## config.mk

```make
export PLATFORM = sky130hd
export DESIGN_NAME = mod_74x163_chain
export DESIGN_NICKNAME = d
export VERILOG_FILES = /design/src/rtl/mod_74xx_pkg.sv /design/src/rtl/mod_74x163_stage.sv /design/src/rtl/mod_74x163_chain.sv
export SDC_FILE = /design/constraint.sdc
export NUM_CORES = 1
export LEC_CHECK = 0
export ABC_AREA = 0
export CAP_MARGIN = 20
export CELL_PAD_IN_SITES_DETAIL_PLACEMENT = 0
export CELL_PAD_IN_SITES_GLOBAL_PLACEMENT = 1
export CORE_AREA = 2 2 39 41
export DETAILED_ROUTE_END_ITERATION = 16
export DIE_AREA = 0 0 41 43
export GPL_TIMING_DRIVEN = 0
export HOLD_SLACK_MARGIN = 0.1
export PLACE_DENSITY_LB_ADDON = 0.25
export SETUP_SLACK_MARGIN = 0.5
export SLEW_MARGIN = 15
export SYNTH_ARGS = -nofsm -noshare
export SYNTH_HDL_FRONTEND = slang
export SYNTH_SLANG_ARGS = --single-unit
export TNS_END_PERCENT = 20
```

## constraint.sdc

```tcl
create_clock -name CLK -period 1.1 [get_ports CLK]
set_input_delay 0.22 -clock CLK [delete_from_list [all_inputs] [get_ports CLK]]
set_output_delay 0.22 -clock CLK [all_outputs]
set_load 0.05 [all_outputs]
```

## src/rtl/mod_74xx_pkg.sv

```systemverilog
// rtl/mod_74xx_pkg.sv - shared nibble constants and terminal-count helper for 74xx counter models
package mod_74xx_pkg;

    localparam int NIBBLE = 4;
    localparam logic [NIBBLE-1:0] NIBBLE_MAX = 4'hF;

    function automatic logic is_terminal(input logic [NIBBLE-1:0] q);
        return (q == NIBBLE_MAX);
    endfunction

endpackage

```

## src/rtl/mod_74x163_stage.sv

```systemverilog
// rtl/mod_74x163_stage.sv - one 74x163 chip: 4-bit sync counter, load, optional CLR_n (MOD_74X163_CLR_EN)
module mod_74x163_stage
    import mod_74xx_pkg::*;
(
    input  logic              CLK,
    input  logic              RST,
`ifdef MOD_74X163_CLR_EN
    input  logic              CLR_n,
`endif
    input  logic              ENP,
    input  logic              ENT,
    input  logic              LOAD_n,
    input  logic [0:NIBBLE-1] D,
    output logic [0:NIBBLE-1] Q,
    output logic              RCO
);

    logic [NIBBLE-1:0] count;
    logic [NIBBLE-1:0] d_val;
    logic              clr_n_int;

`ifdef MOD_74X163_CLR_EN
    assign clr_n_int = CLR_n;
`else
    assign clr_n_int = 1'b1;
`endif

    // Pins are numbered QA..QD as index 0..3 with QA the LSB of the count.
    always_comb begin
        d_val = '0;
        Q     = '0;
        for (int i = 0; i < NIBBLE; i++) begin
            d_val[i] = D[i];
            Q[i]     = count[i];
        end
    end

    always_ff @(posedge CLK) begin
        if (RST) begin
            count <= '0;
        end else if (!clr_n_int) begin
            count <= '0;
        end else if (!LOAD_n) begin
            count <= d_val;
        end else if (ENP && ENT) begin
            count <= count + 1'b1;
        end
    end

    assign RCO = ENT && is_terminal(count);

endmodule

```

## src/rtl/mod_74x163_chain.sv

```systemverilog
// rtl/mod_74x163_chain.sv - STAGES x 74x163 chained RCO->ENT; MOD_74X163_CLR_EN adds CLR_n
module mod_74x163_chain
    import mod_74xx_pkg::*;
#(
    parameter int STAGES = 1,
    localparam int W = NIBBLE * STAGES
) (
    input  logic         CLK,
    input  logic         RST,
`ifdef MOD_74X163_CLR_EN
    input  logic         CLR_n,
`endif
    input  logic         ENP,
    input  logic         ENT,
    input  logic         LOAD_n,
    input  logic [0:W-1] D,
    output logic [0:W-1] Q,
    output logic         RCO
);

    // Each stage gets its own ent/rco nets so the carry ripple is not a self-loop on one vector.
    for (genvar g = 0; g < STAGES; g++) begin : g_stage
        logic ent_in;
        logic rco_out;

        if (g == 0) begin : g_first
            assign ent_in = ENT;
        end else begin : g_next
            assign ent_in = g_stage[g-1].rco_out;
        end

        mod_74x163_stage u_stage (
            .CLK    (CLK),
            .RST    (RST),
`ifdef MOD_74X163_CLR_EN
            .CLR_n  (CLR_n),
`endif
            .ENP    (ENP),
            .ENT    (ent_in),
            .LOAD_n (LOAD_n),
            .D      (D[NIBBLE*g +: NIBBLE]),
            .Q      (Q[NIBBLE*g +: NIBBLE]),
            .RCO    (rco_out)
        );
    end

    assign RCO = g_stage[STAGES-1].rco_out;

endmodule

```

==> results.txt <==
----------------------------------------------------
[Critical path]
  FF-to-FF path depth ... 4
  Data required time at the worst endpoint ... roughly 0.88 ns
  Data arrival, critical path ... about 1.1 ns
  Destination of the worst register-to-register timing path ... g_stage[0].u_stage.count[3]$_SDFFE_PP0P_
  Startpoint class of the critical path ... flop
  Worst reg-to-reg setup slack ... -0.07 ns
  Beginning of the worst register-to-register path ... g_stage[0].u_stage.count[1]$_SDFFE_PP0P_
  Worst Path Max Fanout ... 3
  Maximum cell stage delay along the critical path ... around 0.36 ns
  Max stage delay cell, worst path ... dfxtp_4
  List of cells traversed by the critical path ... ha_4 > and4_4 > buf_8
  Worst Setup Path Type ... reg -> out
  Critical Path Sink Type ... output port

[Layout]
  Register with the highest flop count ... g_stage.u_stage.count
  Antenna diode instance count ... 0
  Max reg flops ... 4
  Number of nets in the finished design ... 54
  Growth of design area from synthesis to finish ... 104.8%
  Number of cells in the finished layout apart from fillers ... 59
  Fraction of final layout cells with drive strength greater than 1 ... 44.19%
  Top Registers ... g_stage.u_stage.count: 4 flops

[Routing]
  Via density per instance ... 4.458
  Drc violations ... 0
  Pre-antenna DRT Iters ... 2
  Drt initial violations ... 1
  Average wire per standard cell ... around 11 um
  Final Routed Wirelength ... between 600 and 700 um
  Via Count ... 263
  Post-DRT Antenna Nets ... 0

[STA]
  Final count of hold timing violations ... 0
  Period utilisation layout ... 117.8%
  Setup violations, final ... 3
  Max Clock Skew ... between 0.008 and 0.009 ns
  Fmax achieved ... between 700 and 800 MHz
  Post-route minimum period ... between 1 and 1.5 ns
  Max Transition Viols Final ... 0
  Worst setup slack after layout ... -0.1958 ns
  Worst-margin pin slew ... 0.3326 ns
  RSZ-0062 raised after global routing ... true
  Worst rel slew slack ... 77.83%

[Synth]
  Netlist cell types ... 13
  Part of the Yosys area used for sequential elements ... between 30% and 40%
  Yosys warning count ... 0
  FF+latch count, synth ... 4
  Number of cells produced by synthesis ... 24
  Number of nets produced by synthesis ... 34
  Summed instance area of the synthesized netlist ... 207.7 um^2
  Avg Inst Size Synth ... approximately 8.7 um^2

[Clock tree]
  Max Buffers Root-to-Sink ... 2
  Latest clock arrival within the worst-skew pair ... 0.25 ns
  Buffer cell driving the clock tree root ... clkbuf_4
  TritonCTS clock tree ... built
  Maximum level of the CTS H-tree ... 1
  Total CTS buffers ... 3
  Clk pin slew, worst setup/hold paths ... 0.05 ns
  CTS sink count ... 4

[Place]
  # port buffers ... 12
  Final weighted congestion in routability-driven placement ... approximately 0.65
  Placed Cells incl. Taps ... between 50 and 60

[Global route]
  Global-route wire length before repair ... about 1000 um
  Combined global-route utilization of all metal layers ... under 10%
  Largest net degree at the start of global routing ... 9
  Via count of the first global-routing pass ... around 250
  Antenna violations before repair ... 0
  Total grt overflow ... 0

[Power and ir drop]
  VDD IR max ... ~0.4 mV
  Power per Cell Area ... 1209 mW/mm^2
  Leak ... between 0.15 and 0.2 nW
  Total design power ... 0.5141 mW

[Min path]
  Launch instance of the worst min-delay path ... LOAD_n
  Hold path cells ... 3
  Hold crit path type ... in -> reg
  Worst-case hold path end point ... g_stage[0].u_stage.count[2]$_SDFFE_PP0P_

[Die]
  Initial core utilization ... between 15 and 20%
  Chip width ... about 40 um
  Die outline area ... between 0.0015 and 0.002 mm^2
  I/O pin cnt ... 14
  Die extent in y ... 43 um
  Number of placement rows ... 14
  Area of the core ... 0.001384 mm^2

[Status]
  Violated checks ... negative setup slack
  Result of the run ... complete, but fails checks

[Flow run]
  Count of maximum capacitance violations ... 0

----------------------------------------------------
-- how the worst max path moves through the flow --
| stage | start | end | slack [ns] | cells after the start |
|---|---|---|---|---|
| after floorplan | g_stage[0].u_stage.count[0]$_SDFFE_PP0P_ | g_stage[0].u_stage.count[3]$_SDFFE_PP0P_ | -0.05 | 3 |
| after global routing | g_stage[0].u_stage.count[1]$_SDFFE_PP0P_ | RCO | -0.22 | 3 |
| after global placement | ENT | RCO | -0.90 | 3 |
| after CTS | g_stage[0].u_stage.count[0]$_SDFFE_PP0P_ | RCO | -0.19 | 3 |
| after detailed placement | ENT | RCO | -0.89 | 3 |
| final | g_stage[0].u_stage.count[1]$_SDFFE_PP0P_ | RCO | -0.20 | 3 |
-- synth_stat cells --
library cell  instances  share of area [%]
a211oi_1              2                7.2
and4_2                1                4.8
nor2_1                4                7.2
nand3_1               3                7.2
o21ai_0               1                2.4
nand2_1               1                1.8
a311oi_1              2                8.4
nand2_2               1                3.0
or3_1                 1                3.0
dfxtp_1               4                 39
ha_1                  1                6.0
clkbuf_1              1                1.8
xor2_1                2                8.4
-- metal layers --
metal  vias up  global-route usage [%]  part of all wire, %
met4         0                   8.000                  3.0
met1       119                   10.61                   45
li1        126                       -                    -
met2        14                   11.25                   40
met3         4                   4.712                   11
met5         -                       0                    0
-- layout make-up --
type	instances	area (um^2)
multi-input cells	19	142.6
clock buffers	4	26.28
flip-flops and latches	4	95.09
well taps	16	20.02
plain buffers	1	3.754
repair buffers	15	137.6
fillers	157	958.4
-- repair_timing --
action / 4_1_cts / 5_1_grt
resized for setup: 33 / 2
gates cloned: 0 / 0
pin swaps: 6 / 3
hold buffers: 0 / 0
setup buffers: 2 / 1
setup endpoints to repair: 9 / 9
-- critical path: cells and delay by family, from the launching register on --
kind,cells,cell delay (ns)
AND/OR/NAND/NOR,1,0.20
buffers and inverters,1,0.14
adder cells (fa/ha/maj),1,0.13
flip-flops,1,0.36
-- through the flow --
stage	setup WS, ns	hold WS, ns	setup TNS, ns	utilization (%)	cell area [um^2]
CTS	-0.1931	0.3785	-0.2720	29.84	412.9
global route	-0.2228	0.4168	-0.4538	30.74	425.4
detailed placement	-0.8935	0.5135	-2.973	27.40	379.1
global placement	-0.8967	0.5131	-2.970	27.40	379.1
finish	-0.1958	0.3754	-0.2934	30.74	425.4
floorplan	-0.05257	0.2824	-0.1026	-	239.0
-- power breakdown --
part	leakage, nW	internal [mW]	switching (mW)
sequential	0.0357	0.156	0.0143
clock	0.0150	0.137	0.0754
combinational	0.114	0.0584	0.0735
total	0.164	0.351	0.163
-- cells by family (layout without fill, tap and decap cells) --
| group | count (synthesis) | count (layout) | share of synthesized area (%) |
|---|---|---|---|
| xor+xnor | 2 | 2 | 8.435 |
| fa+ha+maj | 1 | 1 | 6.023 |
| compound gates | 5 | 5 | 18.07 |
| simple gates | 11 | 11 | 27.11 |
| flops | 4 | 4 | 38.56 |
| buf+inv | 1 | 20 | 1.805 |
-- cells in the final DEF, fill, tap and decap left out --
| cell | count |
|---|---|
| nand2_1 | 1 |
| buf_4 | 3 |
| buf_2 | 2 |
| buf_8 | 2 |
| and4_4 | 1 |
| nor2_1 | 4 |
| xor2_1 | 2 |
| dlygate4sd2_1 | 2 |
| a311oi_1 | 2 |
| clkbuf_1 | 2 |
| dfxtp_4 | 4 |
| nand3_1 | 2 |
| nand2_2 | 1 |
| clkdlybuf4s50_1 | 5 |
| nand3_2 | 1 |
| ha_4 | 1 |
| clkbuf_4 | 4 |
| or3_1 | 1 |
| a211oi_1 | 2 |
| o21ai_0 | 1 |
Note: power is estimated with default switching activity, not from simulation.
==> patch: new RTL, config.mk and constraints unchanged <==
The option `MOD_74X163_CLR_EN` is turned on by a define.
--- a/src/rtl/mod_74x163_stage.sv
+++ b/src/rtl/mod_74x163_stage.sv
@@ -1,3 +1,5 @@
 // rtl/mod_74x163_stage.sv - one 74x163 chip: 4-bit sync counter, load, optional CLR_n (MOD_74X163_CLR_EN)
+`define MOD_74X163_CLR_EN
+
 module mod_74x163_stage
     import mod_74xx_pkg::*;
Interface: changed (added CLR_n); port bits go from 14 to 15. The function was not compared with the original's and may differ.
==> patch against the original RTL <==
- the flow still finishes with violations (negative setup slack)
- core utilization up 2.7 points
- wire length is 9.8% lower
- cell count rose by 5.1%
- synthesized area is 3.0% higher
- setup slack worse by 0.0042 ns
- count of clock-buffer cells in the layout unchanged
- power decreased by 7.8%
- sequential cell count unchanged
- design area rose by 8.8%
==> patch: results (changes against the original RTL) <==
The run finished, with violations left. The final reports fail on negative setup slack. The async set or reset register ratio after synthesis is 0% (unchanged), and the count of placed standard cells in the final layout, fillers left out is 62 (+5.1%). The run gives 341 uW (-2.9%) as the internal power consumption. The number of H-tree levels is 1 (unchanged).

In the post-synthesis netlist, the biggest area contributors are sky130_fd_sc_hd__dfxtp_1 (37%), sky130_fd_sc_hd__xor2_1 (8.2%), sky130_fd_sc_hd__nand3_1 (7.0%). The run gives 0.705 (+8.3%) as the final RePlAce weighted congestion. The final clock skew is 0.00799 ns (-0.000393 ns).

Total via count after detailed routing: 263 (unchanged). The synthesized net count is 36 (+5.9%), and the data arrival time of the critical path is 1.08 ns (about the same). The number of buffers created by CTS came out at 3 (unchanged).

The worst hold path class was in2reg. The number of instances in the synthesized netlist is 25 (+4.2%). For the setup slack of the critical path after layout, the log shows -0.200 ns (-0.00417 ns).

The run gives 398 sq um (+5.0%) as the cell area reported after detailed placement. The fraction of final layout cells with drive strength greater than 1 was 41.3% (-2.9 points); the sequential share of the synthesized area was 37.4% (-1.1 points). The static leakage power was 0.000180 uW (+9.6%). The largest registers in the layout are g_stage.u_stage.count (4). The peak ir drop on the vdd network was 0.000422 V (+5.3%).

The via count of the first global-routing pass was 208 (-15%). The overall fraction of global-route tracks in use came out at 6.73% (-2.3 points). The run gives 2 (-1) as the number of endpoints failing setup at the final stage. For the number of DRC markers in iteration 0, the log shows 0 (-1).

Worst-path maximum fanout: 4 (+1). The cell sitting at the root of the clock tree is a sky130_fd_sc_hd__clkbuf_4. The run gives 147 (-6.4%) as the number of inserted filler cells in the final layout.

The net total in the final layout is 58 (+7.4%), and the first-pass GRT wire length is 786 um (-21%). The logs give 0 (unchanged) for the number of antenna violations at the first check in global routing and 1 (-1) for the number of detailed-route iterations in the first pass. The run gives 581 um (-9.8%) as the aggregate routed wire length.

The number of cells in the design after placement was 55 (+5.8%). The leading register cell type out of synthesis was sky130_fd_sc_hd__dfxtp_1. Relative slew slack: 81.9% (+4.1 points). The count of buffers inserted at the top-level ports works out to 14 (+2). The commonest cells after synthesis are sky130_fd_sc_hd__dfxtp_1 (4), sky130_fd_sc_hd__nand3_1 (3), sky130_fd_sc_hd__o21ai_0 (3). The tools report the worst setup timing slack at the placement stage as -0.897 ns (-0.00374 ns). The number of library cell types mapped by synthesis was 16 (+3); the number of remaining DRC errors was 0 (unchanged).
-- patch: power by group through the flow --
| stage | clock (uW) | combinational (uW) | sequential, uW |
|---|---|---|---|
| finish | 210 | 107 | 158 |
| global route | 213 | 114 | 159 |
| CTS | 215 | 101 | 160 |
| detailed placement | 0 | 97.1 | 162 |
| global placement | 0 | 96.9 | 162 |
| floorplan | 0 | 19.5 | 185 |
-- patch: kinds of logic (layout without fill, tap and decap cells) --
kind of cell / Yosys count / after routing / share of synthesized area (%)
AND/OR/NAND/NOR: 11 / 11 / 28.7
adder cells (fa/ha/maj): 1 / 1 / 5.85
AO/OA/AOI/OAI: 7 / 7 / 19.9
XOR/XNOR: 2 / 2 / 8.19
flip-flops: 4 / 4 / 37.4
buffers and inverters: 0 / 21 / 0
-- patch: area by class of cell --
cell class,instances,area share (%)
clock buffers,4,5.68
well taps,16,4.32
repair buffers,17,36.8
flip-flops and latches,4,20.0
multi-input cells,21,33.2
-- patch: worst paths after layout --
kind                                                  start                     endpoint  slack, ns  cells past startpoint
worst min-delay path                                    ENP  g_stage[0].u_stage.count[1]       0.47                      3
worst max register to register  g_stage[0].u_stage.count[1]  g_stage[0].u_stage.count[3]      -0.07                      5
worst max-delay path            g_stage[0].u_stage.count[0]                          RCO      -0.20                      3
worst min register to register  g_stage[0].u_stage.count[3]  g_stage[0].u_stage.count[3]       0.53                      2
-- patch: layer usage --
metal | up-vias | GRT usage (%) | routed length (um)
li1 | 137 | - | -
met1 | 110 | 8.68 | 233
met2 | 14 | 8.44 | 255
met3 | 2 | 0.524 | 69
met4 | 0 | 8.00 | 23
met5 | - | 0 | 0
-- patch: worst max-delay path, stage by stage (launching register included) --
cell                      delay [ns]
sky130_fd_sc_hd__dfxtp_4        0.36
sky130_fd_sc_hd__ha_4           0.13
sky130_fd_sc_hd__and4_4         0.20
sky130_fd_sc_hd__buf_8          0.14
-- patch: repair_timing --
item / 4_1_cts / 5_1_grt
endpoints found under the setup margin: 9 / 9
gates resized for setup: 38 / 3
setup buffers: 2 / 1
pin swaps: 5 / 3
-- patch: per-stage QoR --
step	hold slack [ns]	total power [uW]	utilization, %	TNS (ns)
after floorplan	0.302	204	-	-0.0710
after global placement	0.504	259	28.8	-2.79
after detailed placement	0.516	259	28.8	-2.83
after CTS	0.453	476	32.0	-0.207
after global routing	0.501	486	33.5	-0.403
final	0.474	474	33.5	-0.266
